==> config.mk <==
export PLATFORM = sky130hd
export DESIGN_NAME = fnd_scan_ctrl
export DESIGN_NICKNAME = d
export VERILOG_FILES = /design/src/rtl/fnd_scan_ctrl.sv
export SDC_FILE = /design/constraint.sdc
export NUM_CORES = 1
export LEC_CHECK = 0
export BUFFER_PORTS_ARGS = -buffer_cell sky130_fd_sc_hd__buf_4
export CORE_UTILIZATION = 50
export CTS_CLUSTER_DIAMETER = 30
export CTS_CLUSTER_SIZE = 30
export DETAILED_ROUTE_END_ITERATION = 16
export GPL_ROUTABILITY_DRIVEN = 0
export MAX_ROUTING_LAYER = met4
export PLACE_DENSITY = 0.74
export SYNTH_ARGS = -nofsm -noshare
export SYNTH_HDL_FRONTEND = slang
export SYNTH_SLANG_ARGS = --single-unit
export TNS_END_PERCENT = 20
==> constraint.sdc <==
create_clock -name i_clk -period 2.9 [get_ports i_clk]
set_input_delay 0.58 -clock i_clk [delete_from_list [all_inputs] [get_ports i_clk]]
set_output_delay 0.58 -clock i_clk [all_outputs]
set_load 0.01 [all_outputs]
==> src/rtl/fnd_scan_ctrl.sv <==
// rtl/fnd_scan_ctrl.sv - multiplexed seven-segment scan controller with tear-free shadow data
module fnd_scan_ctrl #(
  parameter int DIGITS      = 4,
  parameter int DEAD_CYCLES = 2,
  parameter int ON_CYCLES   = 6
) (
  input  logic                  i_clk,
  input  logic                  i_reset_n,
  input  logic                  i_enable,
  input  logic                  i_update,
  input  logic [4*DIGITS-1:0]   i_value,
  input  logic [DIGITS-1:0]     i_dp,
  input  logic [DIGITS-1:0]     i_blank,
  output logic [DIGITS-1:0]     o_digit,
  output logic [7:0]            o_seg,
  output logic                  o_frame
);

  localparam int IDXW = (DIGITS > 1) ? $clog2(DIGITS) : 1;
  localparam int MAXC = (DEAD_CYCLES > ON_CYCLES) ? DEAD_CYCLES : ON_CYCLES;
  localparam int CNTW = (MAXC > 1) ? $clog2(MAXC) : 1;
  localparam logic [CNTW-1:0] DEAD_LAST = CNTW'(DEAD_CYCLES - 1);
  localparam logic [CNTW-1:0] ON_LAST   = CNTW'(ON_CYCLES - 1);
  localparam logic [IDXW-1:0] IDX_LAST  = IDXW'(DIGITS - 1);

  typedef enum logic [1:0] {S_IDLE, S_DEAD, S_ON} state_t;

  state_t                state_q, state_d;
  logic [CNTW-1:0]       cnt_q, cnt_d;
  logic [IDXW-1:0]       idx_q, idx_d;
  logic [DIGITS-1:0]     digit_q, digit_d;
  logic [7:0]            seg_q, seg_d;
  logic                  frame_q, frame_d;
  logic [4*DIGITS-1:0]   shd_val_q, shd_val_d, pend_val_q, pend_val_d;
  logic [DIGITS-1:0]     shd_dp_q, shd_dp_d, pend_dp_q, pend_dp_d;
  logic [DIGITS-1:0]     shd_blank_q, shd_blank_d, pend_blank_q, pend_blank_d;
  logic                  pend_valid_q, pend_valid_d;
  logic                  load;
  logic [3:0]            nib;

  function automatic logic [6:0] decode(input logic [3:0] n);
    case (n)
      4'h0: decode = 7'h40;  4'h1: decode = 7'h79;  4'h2: decode = 7'h24;  4'h3: decode = 7'h30;
      4'h4: decode = 7'h19;  4'h5: decode = 7'h12;  4'h6: decode = 7'h02;  4'h7: decode = 7'h78;
      4'h8: decode = 7'h00;  4'h9: decode = 7'h10;  4'hA: decode = 7'h08;  4'hB: decode = 7'h03;
      4'hC: decode = 7'h46;  4'hD: decode = 7'h21;  4'hE: decode = 7'h06;  default: decode = 7'h0E;
    endcase
  endfunction

  always_comb begin
    state_d = state_q;
    cnt_d   = cnt_q;
    idx_d   = idx_q;
    frame_d = 1'b0;
    load    = 1'b0;
    if (!i_enable) begin
      state_d = S_IDLE;
      cnt_d   = '0;
      idx_d   = '0;
    end else begin
      case (state_q)
        S_IDLE: begin
          state_d = S_DEAD;
          cnt_d   = '0;
          idx_d   = '0;
          load    = 1'b1;
        end
        S_DEAD: begin
          if (cnt_q == DEAD_LAST) begin
            state_d = S_ON;
            cnt_d   = '0;
          end else begin
            cnt_d = cnt_q + 1'b1;
          end
        end
        S_ON: begin
          if (cnt_q == ON_LAST) begin
            state_d = S_DEAD;
            cnt_d   = '0;
            if (idx_q == IDX_LAST) begin
              idx_d   = '0;
              frame_d = 1'b1;
              load    = 1'b1;
            end else begin
              idx_d = idx_q + 1'b1;
            end
          end else begin
            cnt_d = cnt_q + 1'b1;
          end
        end
        default: state_d = S_IDLE;
      endcase
    end
  end

  // Shadow only moves at frame starts; an update on that same edge bypasses pending.
  always_comb begin
    shd_val_d    = shd_val_q;
    shd_dp_d     = shd_dp_q;
    shd_blank_d  = shd_blank_q;
    pend_val_d   = pend_val_q;
    pend_dp_d    = pend_dp_q;
    pend_blank_d = pend_blank_q;
    pend_valid_d = pend_valid_q;
    if (i_update && load) begin
      shd_val_d    = i_value;
      shd_dp_d     = i_dp;
      shd_blank_d  = i_blank;
      pend_valid_d = 1'b0;
    end else begin
      if (load && pend_valid_q) begin
        shd_val_d    = pend_val_q;
        shd_dp_d     = pend_dp_q;
        shd_blank_d  = pend_blank_q;
        pend_valid_d = 1'b0;
      end
      if (i_update) begin
        pend_val_d   = i_value;
        pend_dp_d    = i_dp;
        pend_blank_d = i_blank;
        pend_valid_d = 1'b1;
      end
    end
  end

  always_comb begin
    digit_d = '1;
    seg_d   = 8'hFF;
    nib     = shd_val_d[{idx_d, 2'b00} +: 4];
    if (state_d == S_ON) begin
      seg_d = {~shd_dp_d[idx_d], decode(nib)};
      if (!shd_blank_d[idx_d]) digit_d[idx_d] = 1'b0;
    end
  end

  always_ff @(posedge i_clk or negedge i_reset_n) begin
    if (!i_reset_n) begin
      state_q      <= S_IDLE;
      cnt_q        <= '0;
      idx_q        <= '0;
      digit_q      <= '1;
      seg_q        <= 8'hFF;
      frame_q      <= 1'b0;
      shd_val_q    <= '0;
      shd_dp_q     <= '0;
      shd_blank_q  <= '0;
      pend_val_q   <= '0;
      pend_dp_q    <= '0;
      pend_blank_q <= '0;
      pend_valid_q <= 1'b0;
    end else begin
      state_q      <= state_d;
      cnt_q        <= cnt_d;
      idx_q        <= idx_d;
      digit_q      <= digit_d;
      seg_q        <= seg_d;
      frame_q      <= frame_d;
      shd_val_q    <= shd_val_d;
      shd_dp_q     <= shd_dp_d;
      shd_blank_q  <= shd_blank_d;
      pend_val_q   <= pend_val_d;
      pend_dp_q    <= pend_dp_d;
      pend_blank_q <= pend_blank_d;
      pend_valid_q <= pend_valid_d;
    end
  end

  assign o_digit = digit_q;
  assign o_seg   = seg_q;
  assign o_frame = frame_q;

endmodule

==> results by group, run 1 <==
Placed design
  • Detailed-placement wirelength estimate: 5.41 mm
  • Cells after DPL: 447
  • Number of port buffers: 40
  • Placement-stage worst setup slack: -162 ps
  • Post-placement cell area: 4100 um2

Logic synthesis
  • Most frequent cell after synthesis: sky130_fd_sc_hd__dfrtp_1
  • Largest family of logic cells by synthesized area: compound AO/OA/AOI/OAI gates
  • EDFF count, synth: 0
  • Synthesized-area fraction occupied by adder cells: 4.75%
  • Top cells by instance count after synthesis: 57 x sky130_fd_sc_hd__dfrtp_1, 29 x sky130_fd_sc_hd__nand2_1, 25 x sky130_fd_sc_hd__mux2_2
  • Net count after synthesis: 341
  • Top cell type's share of synthesized area: 41.6%
  • Asr flop ratio synth: 100%
  • Syn avg cell area: 11.4 um2
  • Synth Flop Type: sky130_fd_sc_hd__dfrtp_1
  • Xor and xnor fraction of the mapped netlist area: 0.256%
  • Area contributors post-synth: sky130_fd_sc_hd__dfrtp_1 42%, sky130_fd_sc_hd__dfstp_2 9.2%, sky130_fd_sc_hd__mux2_2 8.2%
  • Post-synthesis register bit count: 69
  • Compound-Gate Fraction of Synth Area: 15.0%
  • Ys Warns: 0
  • Library cells used by synthesis: 58
  • Cell count after synthesis: 300
  • Multiplexer share of the synthesized area: 12.6%
  • Cell area after technology mapping: 3430 um2
  • Yosys top cell by area: sky130_fd_sc_hd__dfrtp_1
  • Sequential share of the synthesized area: 50.8%
  • Post-synthesis share of cell area spent on and, or, nand and nor gates: 12.9%

Die
  • Die ar.: 7190 um2
  • Core outline area: 6490 um2
  • Standard-cell rows: 29
  • Top Ports: 41
  • Die Height: 84.8 um
  • Initial standard-cell utilization of the core: 52.7%
  • Die extent in x: 84.8 um

STA
  • Count of endpoints failing hold in the final timing report: 0
  • Achievable clock frequency: 346 MHz
  • Final setup viols: 0
  • Setup slack of the critical path after layout: 10.9 ps
  • Final-layout setup total negative slack: 0 ps
  • Slew @ Worst Pin: 838 ps
  • Min Tclk post-route: 2890 ps
  • Max-slew violation total from the final report: 0
  • Unrepaired setup endpoints after global routing: true
  • Post-route fraction of the period consumed by the critical path: 99.6%
  • Slew margin rel.: 44.2%
  • Worst Skew: 9.90 ps
  • Worst Hold Margin: 331 ps

Global route
  • Busiest layer in global routing: met2
  • Total gr overflow: 0
  • Wire length of the first global-routing pass: 13.4 mm
  • Via count of the first global-routing pass: 2,740
  • Number of antenna violations at the first check in global routing: 0
  • Pin count of the biggest net entering global routing: 70
  • Global-route track usage on met2: 37.9%
  • Met1 track demand over resource in global routing: 33.2%
  • All-Layer GR Usage: 25.1%
  • Met3 GRT Util: 4.23%

CTS
  • Clock tree from TritonCTS: built
  • Max Root-Sink Buffers: 2
  • H-tree levels: 3
  • CTS buffer count: 9
  • Number of sinks handled by clock tree synthesis: 69
  • Number of buffers inserted by hold repair at cts: 0
  • Clock slew at the register clock pins of the worst setup and hold paths: 80 ps
  • Cell at the root of the clock tree: sky130_fd_sc_hd__clkbuf_8
  • Clock Latency Late Sink: 350 ps

Detailed routing
  • Final wirelength: 8.32 mm
  • Via density per instance: 5.79
  • First-pass detailed-route iteration total: 12
  • Wire length per cell: 17.6 um
  • Total via count in the routed design: 2,731
  • Final ANT Viol Nets: 0
  • DR iter-0 viols: 136
  • Drc violations: 5

Power
  • Power Density: 620 nW/um2
  • Worst ir drop on vdd: 382 uV
  • Total chip power: 2.91 mW
  • Static Leakage: 2.06 nW

Worst setup path
  • WP data arrival: 3150 ps
  • Kind of critical path: register to register
  • Crit-path cells: ha_4 > buf_6 > nor4bb_1 > o21a_1 > or2_4 > nor4_2 > a211oi_1 > a221o_1 > ha_2 > buf_6 > mux2_4 > nand2_2 > o211ai_1
  • CP Data Required Time: 3160 ps
  • Worst R2R Path Depth: 13
  • Reg-to-reg endpoint: o_seg[5]$_DFF_PN1_
  • Category of cells accounting for the largest share of critical-path delay: compound AO/OA/AOI/OAI gates
  • Crit path max fanout: 5
  • Cell repeated most along the worst path: sky130_fd_sc_hd__buf_6
  • CP max stage cell: sky130_fd_sc_hd__a221o_1
  • Kind of end point of the critical path: register
  • Buffering stage count on the worst path with inverters included: 2
  • Slack of the worst reg-to-reg path: 10 ps
  • Element type at the critical path start: register
  • Critical R2R Launch: cnt_q[0]$_DFFE_PN0P_
  • Critical path's largest stage delay: 420 ps

Min path
  • Class of the tightest hold or removal check: primary input to async pin

Finish
  • Layout area overhead: 36.7%
  • Fraction of layout instances using a drive strength above 1: 50.1%
  • Share of the core filled with cells in the final layout: 72.1%
  • Fin cells: 472
  • Final Net Count: 431
  • Finished Cell Area: 4680 um2
  • Filler cell count: 448
  • Seq. cell area: 1740 um2
  • Total inserted antenna cells: 0
  • Total area of multi-input combinational cells: 1790 um2

Job
  • Total of max-cap violations: 0

Outcome
  • Violated checks: DRC
  • Result of the run: complete, but fails checks
==> worst register-to-register path: stages (launching register included) <==
cell	delay, ps
sky130_fd_sc_hd__dfrtp_1	410
sky130_fd_sc_hd__ha_4	190
sky130_fd_sc_hd__buf_6	120
sky130_fd_sc_hd__nor4bb_1	140
sky130_fd_sc_hd__o21a_1	180
sky130_fd_sc_hd__or2_4	270
sky130_fd_sc_hd__nor4_2	260
sky130_fd_sc_hd__a211oi_1	70
sky130_fd_sc_hd__a221o_1	420
sky130_fd_sc_hd__ha_2	240
sky130_fd_sc_hd__buf_6	120
sky130_fd_sc_hd__mux2_4	260
sky130_fd_sc_hd__nand2_2	50
sky130_fd_sc_hd__o211ai_1	80
==> how the worst max path moves through the flow <==
stage                    startpoint  depth (start not counted)            endpoint
2_1_floorplan  state_q[0]$_DFF_PN0_                         15  o_seg[3]$_DFF_PN1_
3_3_place_gp   cnt_q[0]$_DFFE_PN0P_                         13  o_seg[5]$_DFF_PN1_
3_5_place_dp   cnt_q[1]$_DFFE_PN0P_                         13  o_seg[3]$_DFF_PN1_
4_1_cts        cnt_q[0]$_DFFE_PN0P_                         13  o_seg[3]$_DFF_PN1_
5_1_grt        state_q[1]$_DFF_PN0_                         13  o_seg[3]$_DFF_PN1_
6_report       cnt_q[0]$_DFFE_PN0P_                         13  o_seg[5]$_DFF_PN1_
==> sequential cells by signal, summed over array words and instances (netlist names) <==
name / flops
pend_dp_q: 4
o_digit: 4
shd_val_q: 16
idx_q: 2
o_seg: 8
o_frame: 1
state_q: 2
shd_blank_q: 4
shd_dp_q: 4
pend_val_q: 16
cnt_q: 3
pend_valid_q: 1
pend_blank_q: 4
==> report_power, final <==
part           switching, mW  internal (mW)  total [mW]  leakage (nW)
combinational          0.361          0.388       0.749          1.12
clock                  0.372          0.620       0.992         0.126
sequential            0.0602           1.10        1.17         0.806
total                  0.793           2.11        2.91          2.06
==> cells in the final DEF, fill, tap and decap left out, types with 10 or more instances in the layout <==
cell	synthesis	routed
sky130_fd_sc_hd__buf_4	0	88
sky130_fd_sc_hd__clkbuf_8	0	11
sky130_fd_sc_hd__dfrtp_1	57	57
sky130_fd_sc_hd__dfstp_2	12	12
sky130_fd_sc_hd__mux2_2	25	25
sky130_fd_sc_hd__mux2i_1	12	11
sky130_fd_sc_hd__nand2_1	29	25
sky130_fd_sc_hd__nor2_1	11	11
sky130_fd_sc_hd__o21ai_0	11	10
sky130_fd_sc_hd__or4_1	11	11
==> logic make-up after synthesis <==
kind of cell | count (synthesis)
multiplexers | 39
adder cells (fa/ha/maj) | 13
AND/OR/NAND/NOR | 82
AO/OA/AOI/OAI | 66
buffers and inverters | 30
flip-flops | 69
XOR/XNOR | 1
==> what timing repair did <==
item                                    4_1_cts  5_1_grt
gates resized for setup                       5       50
buffers inserted                              1        8
gates cloned                                  0        1
endpoints found under the setup margin        6        8
pin swaps                                     2       19
hold endpoints to repair                      0        0
==> cell type report <==
cell class	instances	area share, %
multi-input cells	201	38.2
flip-flops and latches	69	37.2
inverters	13	1.04
clock buffers	11	3.23
well taps	77	2.06
clock inverters	5	2.27
repair buffers	96	16.0
==> routing by layer <==
metal | wire, um | up-vias | share of wire (%)
met3 | 325 | 14 | 3.9
met5 | 0 | - | 0
li1 | - | 1299 | -
met1 | 3800 | 1349 | 46
met2 | 4050 | 69 | 49
met4 | 149 | 0 | 1.8
Note: power is estimated with default switching activity, not from simulation.
==> run 2, diff against run 1 <==
CTS_BUF_LIST = sky130_fd_sc_hd__clkbuf_16   (was not set)
MAX_ROUTING_LAYER = not set   (was met4)
==> results by group, run 2 (synthesis gave the netlist of run 1 again) <==
Finish
  • Finished Cell Area: 4710 um2 (was 4680 um2)
  • Most frequent cells in the layout: 89 x sky130_fd_sc_hd__buf_4, 56 x sky130_fd_sc_hd__dfrtp_1, 26 x sky130_fd_sc_hd__nand2_1, 25 x sky130_fd_sc_hd__mux2_2, 12 x sky130_fd_sc_hd__dfstp_2 (was 88 x sky130_fd_sc_hd__buf_4, 57 x sky130_fd_sc_hd__dfrtp_1, 25 x sky130_fd_sc_hd__nand2_1, 25 x sky130_fd_sc_hd__mux2_2, 12 x sky130_fd_sc_hd__dfstp_2)
  • Final Net Count: 428 (was 431)
  • Fraction of layout instances using a drive strength above 1: 49.2% (was 50.1%)
  • Filler cell count: 434 (was 448)
  • Layout area overhead: 37.4% (was 36.7%)
  • Total inserted antenna cells: 0 (unchanged)
  • Most common cell after layout, fill and taps aside: sky130_fd_sc_hd__buf_4 (unchanged)

Global route
  • Pin count of the biggest net entering global routing: 70 (unchanged)
  • Wire length of the first global-routing pass: 13.4 mm (about the same)
  • Total gr overflow: 0 (unchanged)
  • Via count of the first global-routing pass: 2,733 (was 2,740)
  • Number of antenna violations at the first check in global routing: 0 (unchanged)
  • All-Layer GR Usage: 24.2% (was 25.1%)

Job
  • Total of max-cap violations: 0 (unchanged)

STA
  • Achievable clock frequency: 351 MHz (was 346 MHz)
  • Post-route fraction of the period consumed by the critical path: 98.1% (was 99.6%)
  • Slew margin rel.: 44.2% (about the same)
  • Unrepaired setup endpoints after global routing: true (unchanged)
  • Max-slew violation total from the final report: 0 (unchanged)
  • Final setup viols: 0 (unchanged)
  • Final-layout setup total negative slack: 0 ps (unchanged)
  • Min Tclk post-route: 2850 ps (was 2890 ps)
  • Worst Skew: 6.66 ps (was 9.90 ps)
  • Worst Hold Margin: 358 ps (was 331 ps)
  • Count of endpoints failing hold in the final timing report: 0 (unchanged)
  • Slew @ Worst Pin: 838 ps (about the same)

Die
  • Initial standard-cell utilization of the core: 52.7% (unchanged)
  • Die extent in x: 84.8 um (unchanged)
  • Die Height: 84.8 um (unchanged)
  • Standard-cell rows: 29 (unchanged)
  • Core outline area: 6490 um2 (unchanged)
  • Top Ports: 41 (unchanged)
  • Die ar.: 7190 um2 (unchanged)

Min path
  • Class of the tightest hold or removal check: primary input to async pin (unchanged)

Detailed routing
  • DR iter-0 viols: 217 (was 136)
  • Drc violations: 5 (unchanged)
  • Total via count in the routed design: 2,701 (was 2,731)
  • Final ANT Viol Nets: 0 (unchanged)
  • Via density per instance: 5.76 (was 5.79)
  • Wire length per cell: 17.2 um (was 17.6 um)
  • Final wirelength: 8.08 mm (was 8.32 mm)
  • First-pass detailed-route iteration total: 10 (was 12)

Placed design
  • Number of port buffers: 40 (unchanged)
  • Post-placement cell area: 4100 um2 (unchanged)
  • Detailed-placement wirelength estimate: 5.41 mm (unchanged)

CTS
  • Clock slew at the register clock pins of the worst setup and hold paths: 60 ps (was 80 ps)
  • Cell at the root of the clock tree: sky130_fd_sc_hd__clkbuf_16 (was sky130_fd_sc_hd__clkbuf_8)
  • H-tree levels: 3 (unchanged)
  • Clock Latency Late Sink: 330 ps (was 350 ps)
  • Max Root-Sink Buffers: 2 (unchanged)
  • CTS buffer count: 9 (unchanged)
  • Number of sinks handled by clock tree synthesis: 69 (unchanged)
  • Number of buffers inserted by hold repair at cts: 0 (unchanged)
  • Clock tree from TritonCTS: built (unchanged)

Power
  • Static Leakage: 2.07 nW (was 2.06 nW)
  • Power Density: 659 nW/um2 (was 620 nW/um2)
  • Total chip power: 3.10 mW (was 2.91 mW)
  • Worst ir drop on vdd: 439 uV (was 382 uV)

Worst setup path
  • Kind of end point of the critical path: register (unchanged)
  • Slack of the worst reg-to-reg path: 50 ps (was 10 ps)
  • Crit-path cells: ha_4 > buf_6 > a41o_4 > buf_4 > and2_4 > buf_4 > a221o_1 > nor2b_1 > a211oi_2 > buf_4 > ha_2 > mux2_4 > nand2_1 > o211ai_1 (was ha_4 > buf_6 > nor4bb_1 > o21a_1 > or2_4 > nor4_2 > a211oi_1 > a221o_1 > ha_2 > buf_6 > mux2_4 > nand2_2 > o211ai_1)
  • Element type at the critical path start: register (unchanged)
  • CP max stage cell: sky130_fd_sc_hd__dfrtp_2 (was sky130_fd_sc_hd__a221o_1)
  • Crit path max fanout: 6 (was 5)
  • Cell repeated most along the worst path: sky130_fd_sc_hd__buf_4 (was sky130_fd_sc_hd__buf_6)
  • CP Data Required Time: 3140 ps (was 3160 ps)
  • Kind of critical path: register to register (unchanged)
  • Category of cells accounting for the largest share of critical-path delay: compound AO/OA/AOI/OAI gates (unchanged)
  • WP data arrival: 3080 ps (was 3150 ps)
  • Critical path's largest stage delay: 440 ps (was 420 ps)
  • Buffering stage count on the worst path with inverters included: 4 (was 2)

Outcome
  • Violated checks: DRC (unchanged)
  • Result of the run: complete, but fails checks (unchanged)
==> run 2: cell count changes in the layout (fill, tap and decap cells not counted), sizes merged <==
cell,delta
clkinv,+2
clkdlybuf4s15,-1
clkbuf,-2
buf,-2
==> run 2: power by group <==
group / switching [mW] / leakage [nW] / internal, mW
clock network: 0.402 / 0.161 / 0.835
registers: 0.0603 / 0.804 / 1.11
logic: 0.334 / 1.10 / 0.364
==> run 2: area by class of cell <==
type                            instances  area [um2]  share of cell area (%)
Multi-Input combinational cell        201        1760                    37.3
Sequential cell                        69        1740                    37.0
Timing Repair Buffer                   93         722                    15.3
Clock buffer                            9         225                    4.79
Clock inverter                          7         114                    2.42
Tap cell                               77        96.3                    2.05
Inverter                               13        48.8                    1.04
==> run 2: what timing repair did <==
item / CTS / global route
buffers inserted: 1 / 5
pin swaps: 3 / 12
gates resized for setup: 11 / 37
endpoints found under the setup margin: 6 / 7
==> run 2: per-stage QoR <==
stage                     instances  worst slack, ps  utilization [%]
after global placement          447            -86.1             63.2
final                           469             54.8             72.5
after global routing            469             -112             72.5
after CTS                       464             27.4             69.1
after detailed placement        447             -162             63.2
after floorplan                 300            -41.8                -
==> run 2: worst paths after layout <==
check / from / depth (start not counted) / end
hold / removal: i_reset_n / 1 / shd_blank_q[2]$_DFF_PN0_
min in group i_clk: i_dp[2] / 2 / pend_dp_q[2]$_DFFE_PN0P_
hold reg to reg: pend_val_q[8]$_DFFE_PN0P_ / 1 / pend_val_q[8]$_DFFE_PN0P_
setup reg to reg: state_q[1]$_DFF_PN0_ / 14 / o_seg[6]$_DFF_PN1_
setup / recovery: state_q[1]$_DFF_PN0_ / 14 / o_seg[6]$_DFF_PN1_
max in group asynchronous: i_reset_n / 1 / state_q[1]$_DFF_PN0_
==> run 2: layer usage <==
layer	GRT usage, %	wire length (um)
met2	37.3	3880
met3	3.83	455
met5	0	0
met1	33.1	3580
met4	12.8	170
==> run 3, diff against run 2 <==
PLACE_DENSITY = 0.73   (was 0.74)
==> results by group, run 3 (synthesis gave the netlist of run 1 again) <==
Placed design
  • Detailed-placement wirelength estimate: 5.52 mm (was 5.41 mm)
  • Placement-stage worst setup slack: -173 ps (was -162 ps)
  • Number of port buffers: 40 (unchanged)

CTS
  • H-tree levels: 3 (unchanged)
  • Clock tree from TritonCTS: built (unchanged)
  • CTS buffer count: 9 (unchanged)
  • Cell at the root of the clock tree: sky130_fd_sc_hd__clkbuf_16 (unchanged)
  • Clock slew at the register clock pins of the worst setup and hold paths: 60 ps (about the same)
  • Max Root-Sink Buffers: 2 (unchanged)
  • Clock Latency Late Sink: 330 ps (about the same)
  • Number of sinks handled by clock tree synthesis: 69 (unchanged)

Finish
  • Most frequent cells in the layout: 87 x sky130_fd_sc_hd__buf_4, 56 x sky130_fd_sc_hd__dfrtp_1, 25 x sky130_fd_sc_hd__nand2_1, 25 x sky130_fd_sc_hd__mux2_2, 12 x sky130_fd_sc_hd__dfstp_2 (was 89 x sky130_fd_sc_hd__buf_4, 56 x sky130_fd_sc_hd__dfrtp_1, 26 x sky130_fd_sc_hd__nand2_1, 25 x sky130_fd_sc_hd__mux2_2, 12 x sky130_fd_sc_hd__dfstp_2)
  • Most common cell after layout, fill and taps aside: sky130_fd_sc_hd__buf_4 (unchanged)
  • Layout area overhead: 35.8% (was 37.4%)
  • Total inserted antenna cells: 0 (unchanged)
  • Fraction of layout instances using a drive strength above 1: 48.3% (was 49.2%)
  • Seq. cell area: 1740 um2 (unchanged)
  • Final Net Count: 425 (was 428)
  • Total area of multi-input combinational cells: 1740 um2 (was 1760 um2)
  • Filler cell count: 458 (was 434)

Global route
  • All-Layer GR Usage: 24.0% (was 24.2%)
  • Pin count of the biggest net entering global routing: 70 (unchanged)
  • Number of antenna violations at the first check in global routing: 0 (unchanged)
  • Via count of the first global-routing pass: 2,726 (was 2,733)
  • Total gr overflow: 0 (unchanged)
  • Wire length of the first global-routing pass: 13.2 mm (was 13.4 mm)

Min path
  • Class of the tightest hold or removal check: primary input to async pin (unchanged)

Worst setup path
  • WP data arrival: 3070 ps (was 3080 ps)
  • Critical R2R Launch: state_q[0]$_DFF_PN0_ (was state_q[1]$_DFF_PN0_)
  • Element type at the critical path start: register (unchanged)
  • Slack of the worst reg-to-reg path: 70 ps (was 50 ps)
  • Reg-to-reg endpoint: o_seg[3]$_DFF_PN1_ (was o_seg[6]$_DFF_PN1_)
  • Worst R2R Path Depth: 11 (was 14)
  • Kind of end point of the critical path: register (unchanged)
  • Kind of critical path: register to register (unchanged)
  • CP Data Required Time: 3140 ps (about the same)
  • Crit path max fanout: 11 (was 6)

STA
  • Worst Skew: 4.20 ps (was 6.66 ps)
  • Setup slack of the critical path after layout: 67.5 ps (was 54.8 ps)
  • Slew @ Worst Pin: 858 ps (was 838 ps)
  • Count of endpoints failing hold in the final timing report: 0 (unchanged)
  • Unrepaired setup endpoints after global routing: true (unchanged)
  • Max-slew violation total from the final report: 0 (unchanged)
  • Achievable clock frequency: 353 MHz (was 351 MHz)
  • Final setup viols: 0 (unchanged)
  • Final-layout setup total negative slack: 0 ps (unchanged)
  • Post-route fraction of the period consumed by the critical path: 97.7% (was 98.1%)
  • Min Tclk post-route: 2830 ps (was 2850 ps)
  • Slew margin rel.: 42.8% (was 44.2%)
  • Worst Hold Margin: 343 ps (was 358 ps)

Detailed routing
  • Total via count in the routed design: 2,714 (was 2,701)
  • Via density per instance: 5.82 (was 5.76)
  • Final ANT Viol Nets: 0 (unchanged)
  • Drc violations: 4 (was 5)
  • Final wirelength: 8.07 mm (was 8.08 mm)
  • First-pass detailed-route iteration total: 13 (was 10)
  • DR iter-0 viols: 140 (was 217)
  • Wire length per cell: 17.3 um (was 17.2 um)

Power
  • Static Leakage: 2.06 nW (was 2.07 nW)
  • Power Density: 646 nW/um2 (was 659 nW/um2)
  • Total chip power: 3.00 mW (was 3.10 mW)
  • Worst ir drop on vdd: 402 uV (was 439 uV)

Die
  • Initial standard-cell utilization of the core: 52.7% (unchanged)
  • Die Height: 84.8 um (unchanged)
  • Core outline area: 6490 um2 (unchanged)
  • Die extent in x: 84.8 um (unchanged)
  • Die ar.: 7190 um2 (unchanged)
  • Standard-cell rows: 29 (unchanged)
  • Top Ports: 41 (unchanged)

Outcome
  • Result of the run: complete, but fails checks (unchanged)
  • Violated checks: DRC (unchanged)

Job
  • Total of max-cap violations: 0 (unchanged)
[run 3: how the worst max path moves through the flow]
stage                                     from                  to  slack, ps
after global placement    cnt_q[0]$_DFFE_PN0P_  o_seg[5]$_DFF_PN1_        -80
after detailed placement  cnt_q[0]$_DFFE_PN0P_  o_seg[1]$_DFF_PN1_       -170
after floorplan           state_q[0]$_DFF_PN0_  o_seg[3]$_DFF_PN1_        -40
after global routing      state_q[0]$_DFF_PN0_  o_seg[1]$_DFF_PN1_       -100
after CTS                 state_q[0]$_DFF_PN0_  o_seg[3]$_DFF_PN1_        -30
final                     state_q[0]$_DFF_PN0_  o_seg[3]$_DFF_PN1_         70
[run 3: layer usage]
metal	wire length [um]	global-route usage [%]	vias to the layer above	share of wire, %
met5	0	0	-	0
met4	206	12.3	0	2.6
met3	258	3.64	14	3.2
met2	3930	38.4	67	49
met1	3670	31.9	1352	45
li1	-	-	1281	-
[run 3: critical path, cell delays in order (launching register included)]
cell,delay (ps)
sky130_fd_sc_hd__dfrtp_1,370
sky130_fd_sc_hd__inv_1,130
sky130_fd_sc_hd__ha_4,190
sky130_fd_sc_hd__a41oi_2,120
sky130_fd_sc_hd__buf_4,200
sky130_fd_sc_hd__or4_1,470
sky130_fd_sc_hd__o221a_2,150
sky130_fd_sc_hd__mux2_2,280
sky130_fd_sc_hd__a21bo_4,270
sky130_fd_sc_hd__buf_4,160
sky130_fd_sc_hd__a2111oi_4,320
sky130_fd_sc_hd__a31oi_1,70
[run 3: area by class of cell]
class | instances | area share, %
Clock buffer | 9 | 4.84
Clock inverter | 7 | 2.10
Inverter | 13 | 1.05
Multi-Input combinational cell | 201 | 37.3
Sequential cell | 69 | 37.5
Tap cell | 77 | 2.07
Timing Repair Buffer | 90 | 15.1
[run 3: power by group]
part / internal, mW / switching [mW]
Sequential: 1.11 / 0.0597
Clock: 0.755 / 0.420
Combinational: 0.340 / 0.323
[run 3: repair_timing]
item                       4_1_cts  5_1_grt
hold buffers                     0        0
setup endpoints to repair        6        7
pin swaps                        6       10
resized for setup               13       28
setup buffers                    2        4
[run 3: metrics by stage]
stage | utilization [%] | area (um2) | instances
after floorplan | - | 3430 | 300
after global placement | 63.2 | 4110 | 444
after detailed placement | 63.2 | 4110 | 444
after CTS | 69.2 | 4490 | 462
after global routing | 71.6 | 4650 | 466
final | 71.6 | 4650 | 466
